File: config.mk
export PLATFORM = sky130hd
export DESIGN_NAME = cam_capture
export DESIGN_NICKNAME = d
export VERILOG_FILES = /design/src/rtl/cam_capture.sv
export SDC_FILE = /design/constraint.sdc
export NUM_CORES = 1
export LEC_CHECK = 0
export ABC_AREA = 1
export CORE_UTILIZATION = 55
export CTS_CLUSTER_DIAMETER = 200
export CTS_CLUSTER_SIZE = 8
export DETAILED_ROUTE_END_ITERATION = 7
export GPL_ROUTABILITY_DRIVEN = 0
export GPL_TIMING_DRIVEN = 0
export PLACE_DENSITY = 0.78
export SKIP_CTS_REPAIR_TIMING = 1
export SLEW_MARGIN = 0
export SYNTH_ARGS = -nofsm -noshare
export SYNTH_HDL_FRONTEND = slang
export SYNTH_SLANG_ARGS = --single-unit
File: constraint.sdc
create_clock -name clk_125mhz -period 2.4 [get_ports clk_125mhz]
set_clock_uncertainty 0.1 [all_clocks]
set_input_delay 0.36 -clock clk_125mhz [delete_from_list [all_inputs] [get_ports clk_125mhz]]
set_output_delay 0.36 -clock clk_125mhz [all_outputs]
set_load 0.02 [all_outputs]
File: src/rtl/cam_capture.sv
// -----------------------------------------------------------------------------
// cam_capture
//
// Receive side of the camera sensor interface. The raw sensor pins (PCLK,
// VSYNC, HREF, D[7:0]) are oversampled in the clk_125mhz domain. Rising edges
// of PCLK are detected, and byte pairs are packed into RGB565 pixels. Each
// pixel is tagged with its x/y position. The block also emits frame start,
// frame done and malformed-line markers.
//
// Optional feature: define CAM_FRAME_CNT_EN to add the frame_cnt output, a
// 16-bit wrapping count of completed frames.
//
// Parameters
//   H_ACTIVE    pixels per line (two bytes per pixel)
//   V_ACTIVE    lines per frame
//   SYNC_STAGES synchronizer depth on every camera input (>= 2)
//
// Ports
//   clk_125mhz   system clock
//   reset_n      asynchronous active-low reset (released synchronously upstream)
//   cam_pclk     raw sensor pixel clock
//   cam_vsync    raw frame sync, high = vertical blanking
//   cam_href     raw line valid, high = active bytes
//   cam_d        raw sensor data byte
//   capture_en   arm capture, only looked at on frame boundaries
//   pix_valid    one-cycle strobe, pixel outputs valid
//   pix_data     RGB565 pixel {first byte, second byte}
//   pix_x        pixel column, 0-based
//   pix_y        pixel row, 0-based
//   frame_start  one-cycle pulse when a captured frame begins
//   frame_done   one-cycle pulse when a captured frame ends
//   line_err     one-cycle pulse on a malformed line
//   frame_cnt    completed-frame counter (CAM_FRAME_CNT_EN only)
// -----------------------------------------------------------------------------
module cam_capture #(
   parameter int H_ACTIVE    = 640,
   parameter int V_ACTIVE    = 480,
   parameter int SYNC_STAGES = 2
) (
   input  logic                         clk_125mhz,
   input  logic                         reset_n,
   input  logic                         cam_pclk,
   input  logic                         cam_vsync,
   input  logic                         cam_href,
   input  logic [7:0]                   cam_d,
   input  logic                         capture_en,
   output logic                         pix_valid,
   output logic [15:0]                  pix_data,
   output logic [$clog2(H_ACTIVE)-1:0]  pix_x,
   output logic [$clog2(V_ACTIVE)-1:0]  pix_y,
   output logic                         frame_start,
   output logic                         frame_done,
   output logic                         line_err
`ifdef CAM_FRAME_CNT_EN
   ,
   output logic [15:0]                  frame_cnt
`endif
);

   localparam int XW  = $clog2(H_ACTIVE);
   localparam int YW  = $clog2(V_ACTIVE);
   // Column/row counters must be able to hold H_ACTIVE / V_ACTIVE themselves
   // because they saturate there.
   localparam int XCW = $clog2(H_ACTIVE + 1);
   localparam int YCW = $clog2(V_ACTIVE + 1);
   localparam logic [XCW-1:0] X_MAX = XCW'(H_ACTIVE);
   localparam logic [YCW-1:0] Y_MAX = YCW'(V_ACTIVE);

   typedef enum logic [1:0] {
      IDLE,
      WAIT_VS,
      ACTIVE,
      DONE
   } state_t;

   state_t state, state_next;

   logic [SYNC_STAGES-1:0] pclk_sync;
   logic [SYNC_STAGES-1:0] vsync_sync;
   logic [SYNC_STAGES-1:0] href_sync;
   logic [7:0]             d_sync [SYNC_STAGES];
   logic                   pclk_prev;

   logic                   edge_p0;
   logic                   vs_p0;
   logic                   href_p0;
   logic [7:0]             d_p0;
   logic                   vs_p1;
   logic                   href_p1;

   logic                   vs_rise;
   logic                   vs_fall;
   logic                   href_fall;
   logic                   start_frame;
   logic                   end_frame;

   logic [XCW-1:0]         x;
   logic [YCW-1:0]         y;
   logic                   phase;
   logic [7:0]             hi_byte;

   // ---- synchronizer stages ----
   always_ff @(posedge clk_125mhz or negedge reset_n) begin
      if (!reset_n) begin
         pclk_sync  <= '0;
         vsync_sync <= '0;
         href_sync  <= '0;
         for (int i = 0; i < SYNC_STAGES; i++) begin
            d_sync[i] <= '0;
         end
      end else begin
         pclk_sync  <= {pclk_sync[SYNC_STAGES-2:0], cam_pclk};
         vsync_sync <= {vsync_sync[SYNC_STAGES-2:0], cam_vsync};
         href_sync  <= {href_sync[SYNC_STAGES-2:0], cam_href};
         d_sync[0]  <= cam_d;
         for (int i = 1; i < SYNC_STAGES; i++) begin
            d_sync[i] <= d_sync[i-1];
         end
      end
   end

   // ---- p0: PCLK edge detect, sampled pins aligned with the edge flag ----
   always_ff @(posedge clk_125mhz or negedge reset_n) begin
      if (!reset_n) begin
         pclk_prev <= 1'b0;
         edge_p0   <= 1'b0;
         vs_p0     <= 1'b0;
         href_p0   <= 1'b0;
         d_p0      <= '0;
      end else begin
         pclk_prev <= pclk_sync[SYNC_STAGES-1];
         edge_p0   <= pclk_sync[SYNC_STAGES-1] & ~pclk_prev;
         vs_p0     <= vsync_sync[SYNC_STAGES-1];
         href_p0   <= href_sync[SYNC_STAGES-1];
         d_p0      <= d_sync[SYNC_STAGES-1];
      end
   end

   // ---- p1: previous vsync/href for level-change detection ----
   always_ff @(posedge clk_125mhz or negedge reset_n) begin
      if (!reset_n) begin
         vs_p1   <= 1'b0;
         href_p1 <= 1'b0;
      end else begin
         vs_p1   <= vs_p0;
         href_p1 <= href_p0;
      end
   end

   assign vs_rise   =  vs_p0 & ~vs_p1;
   assign vs_fall   = ~vs_p0 &  vs_p1;
   assign href_fall = ~href_p0 & href_p1;

   always_ff @(posedge clk_125mhz or negedge reset_n) begin
      if (!reset_n) begin
         state <= IDLE;
      end else begin
         state <= state_next;
      end
   end

   always_comb begin
      state_next  = state;
      start_frame = 1'b0;
      end_frame   = 1'b0;
      case (state)
         IDLE: begin
            // Arming needs vsync high, so a frame already in progress is
            // never joined part-way through.
            if (capture_en && vs_p0) begin
               state_next = WAIT_VS;
            end
         end
         WAIT_VS: begin
            if (vs_fall) begin
               state_next  = ACTIVE;
               start_frame = 1'b1;
            end
         end
         ACTIVE: begin
            if (vs_rise) begin
               state_next = DONE;
               end_frame  = 1'b1;
            end
         end
         DONE: begin
            state_next = capture_en ? WAIT_VS : IDLE;
         end
         default: begin
            state_next = IDLE;
         end
      endcase
   end

   // ---- p2: byte packing, position tracking and output registers ----
   always_ff @(posedge clk_125mhz or negedge reset_n) begin
      if (!reset_n) begin
         pix_valid   <= 1'b0;
         pix_data    <= '0;
         pix_x       <= '0;
         pix_y       <= '0;
         frame_start <= 1'b0;
         frame_done  <= 1'b0;
         line_err    <= 1'b0;
         x           <= '0;
         y           <= '0;
         phase       <= 1'b0;
         hi_byte     <= '0;
      end else begin
         pix_valid   <= 1'b0;
         line_err    <= 1'b0;
         frame_start <= start_frame;
         frame_done  <= end_frame;

         if (start_frame) begin
            x     <= '0;
            y     <= '0;
            phase <= 1'b0;
         end else if (state == ACTIVE) begin
            if (edge_p0 && href_p0) begin
               if (!phase) begin
                  hi_byte <= d_p0;
                  phase   <= 1'b1;
               end else begin
                  phase <= 1'b0;
                  // Columns past the line width are dropped and x parks at
                  // H_ACTIVE; rows past the frame height are never reported.
                  if (x < X_MAX) begin
                     x <= x + 1'b1;
                     if (y < Y_MAX) begin
                        pix_valid <= 1'b1;
                        pix_data  <= {hi_byte, d_p0};
                        pix_x     <= x[XW-1:0];
                        pix_y     <= y[YW-1:0];
                     end
                  end
               end
            end else if (href_fall && !vs_rise) begin
               // A line cut short by the frame ending is not a line error.
               line_err <= (x != X_MAX) || phase;
               x        <= '0;
               phase    <= 1'b0;
               if (y < Y_MAX) begin
                  y <= y + 1'b1;
               end
            end
         end
      end
   end

`ifdef CAM_FRAME_CNT_EN
   always_ff @(posedge clk_125mhz or negedge reset_n) begin
      if (!reset_n) begin
         frame_cnt <= '0;
      end else if (end_frame) begin
         frame_cnt <= frame_cnt + 16'd1;
      end
   end
`endif

endmodule

==> flow_summary.yaml <==
worst_setup_path:
  crit_arrival_ns: 2.16
  crit_type: "reg2reg"
  crit_path_end_kind: "flip-flop"
  cpMaxStageDelayCell: "dfrtp_1"
  cp.required_ns: 2.57
  slowest_delay_ns: 0.44
  cp-start-kind: "flip-flop"
  crit_family: "flip-flops"
  cp_cell_sequence: "inv_1 -> ha_1 -> inv_1 -> a21oi_4 -> nand2_2 -> nand2_4 -> nand2_8 -> buf_8 -> nand2_2 -> o21ai_2"
  cp_max_fo: 10
  cp.buffers_inverters: 3
clock_network:
  cts_tree: "done"
  htreeDepth: 3
  cts-root-buf: "clkbuf_8"
  cts_buffers: 9
  cts.sinks: 105
  clock_latency_ns: 0.37
  cts_buffer_depth: 2
  clkTransAtPathRegs_ns: 0.10
sta:
  tightestPinTransition_ns: 0.506
  slew_viol_final: 0
  hold_violations: 0
  relSlewSlack_pct: 66.3
  setup_viol_count_final: 0
  timing.fmax_ghz: 0.503
  fin_tns_setup_ns: 0
  min_period_ns: 1.99
  timing.final.ws_setup_ns: 0.413
  holdWs_ns: 0.256
  rsz0062_at_grt: "false"
  fin_crit_sh_pct: 82.8
placement:
  dpl_worst_slack_ns: 0.446
  io_buffers: 52
  place_area_um2: 5020
  dp_cells: 559
  hpwl_um: 5700
layout:
  syn_to_final_growth_pct: 20.0
  finalNonFillerCells: 576
  antenna_cells: 0
  finalInstanceArea_um2: 5220
  drive_above_1_share_pct: 23.4
  nets: 491
  final_util_pct: 67.9
global_routing:
  overflow: 0
  grt_pass1_vias: 2848
  grt_max_degree: 68
  grt_pass1_wl_um: 13500
  grt_usage_pct: 21.1
  antenna_found_initial: 0
logic_synthesis:
  ys_top_cells_by_area: "dfrtp_1 (60%), o21ai_2 (7.0%), nand2_1 (7.0%)"
  syn_nets: 426
  ys_ff_latch: 105
  yosys.area.top_type_share_pct: 60.4
  yosysMostFrequentCell: "dfrtp_1"
  postSynthCellCount: 404
  synth-async-reset-ratio_pct: 100
  syn_avg_cell_area_um2: 10.8
  synthTopCellsByCount: "dfrtp_1 (105), nand2_1 (81), inv_1 (37)"
  synth_edf_count: 0
  ys_types: 30
  synth_area_um2: 4350
  yosysWarnings: 0
  synth_top_cell_by_area: "dfrtp_1"
  synth-seq-area-share_pct: 60.4
  synthFlopType: "dfrtp_1"
min_path:
  hold_class: "reg2reg"
route:
  ant_nets: 0
  drc: 0
  drt_iter0_drc: 198
  wire_per_inst_um: 13.9
  drt_wl_total_um: 7980
  viasPerCell: 5.16
  first_pass_iters: 4
  num_vias: 2973
floorplanning:
  rows: 32
  die_h_um: 90.9
  die_area_um2: 8270
  initial_core_util_pct: 56.6
  io_pins: 53
  core_um2: 7690
  die_x_um: 90.9
power_and_ir_drop:
  leakagePower_nw: 2.39
  power.density_nw_per_um2: 798
  ir_drop_uv: 510
  power.total_mw: 4.16
run_status:
  status: "finished clean"
job:
  cap_violations: 0
[cells in the final DEF (no fill, tap or decap), types with 3 or more instances in the layout]
master,instances
inv_6,3
nand2_2,32
a21oi_1,3
dfrtp_1,105
o21ai_2,35
nor3_1,4
buf_6,6
inv_1,37
nor2_1,16
o21ai_1,8
inv_2,5
clkdlybuf4s50_1,51
clkbuf_8,9
ha_1,8
o21ai_0,13
nand4_1,13
nand3_1,18
nand2_1,81
[power breakdown]
| group | internal [mW] | leakage [nW] | switching [mW] |
|---|---|---|---|
| clock network | 0.403 | 0.0963 | 0.627 |
| registers | 2.00 | 1.37 | 0.152 |
| logic | 0.407 | 0.926 | 0.576 |
[registers in the layout, summed over array words and instances, names as in the netlist, 2 cells and up]
signal / cells
d_sync: 16
pix_data: 16
pix_x: 10
x: 10
pix_y: 9
y: 9
d_p0: 8
hi_byte: 8
href_sync: 2
pclk_sync: 2
state: 2
vsync_sync: 2
[final cells by class]
type	count	area [um^2]
timing repair buffer	54	556
inverter	45	173
multi-input combinational	245	1460
fill	593	2470
buffer	9	92.6
tap	102	128
clock inverter	6	58.8
sequential	105	2630
clock buffer	10	128
[worst reg2reg max path: cells and delay by family (launching register included)]
kind                     cells  cell delay (ns)
buffers and inverters        3             0.43
adder cells (fa/ha/maj)      1             0.27
flip-flops                   1             0.44
AO/OA/AOI/OAI                2             0.22
AND/OR/NAND/NOR              4             0.43
[routing by layer]
layer	track usage, %	vias to the layer above	routed length, um
met4	7.14	0	113
li1	-	1432	-
met5	0	-	0
met3	5.39	11	376
met2	34.2	82	4020
met1	27.8	1448	3470
[final timing paths]
path | startpoint | endpoint | slack, ns | cells past startpoint
hold / removal | d_sync[6]$_DFF_PN0_ | d_p0[6]$_DFF_PN0_ | 0.26 | 0
setup / recovery | state[0]$_DFFE_PN0P_ | x[8]$_DFFE_PN0P_ | 0.41 | 10
hold reg to reg | d_sync[6]$_DFF_PN0_ | d_p0[6]$_DFF_PN0_ | 0.26 | 0
min in group asynchronous | reset_n | pix_valid$_DFF_PN0_ | 0.39 | 2
max in group asynchronous | reset_n | d_p0[7]$_DFF_PN0_ | 1.13 | 3
setup reg to reg | state[0]$_DFFE_PN0P_ | x[8]$_DFFE_PN0P_ | 0.41 | 10
[logic make-up (layout without fill, tap and decap cells)]
kind of cell	Yosys count	after routing	synth area share, %
compound gates	63	63	10.9
buf+inv	54	124	6.10
simple gates	173	173	20.1
xor+xnor	1	1	0.201
fa+ha+maj	8	8	2.30
flops	105	105	60.4
Note: power is estimated with default switching activity, not from simulation.
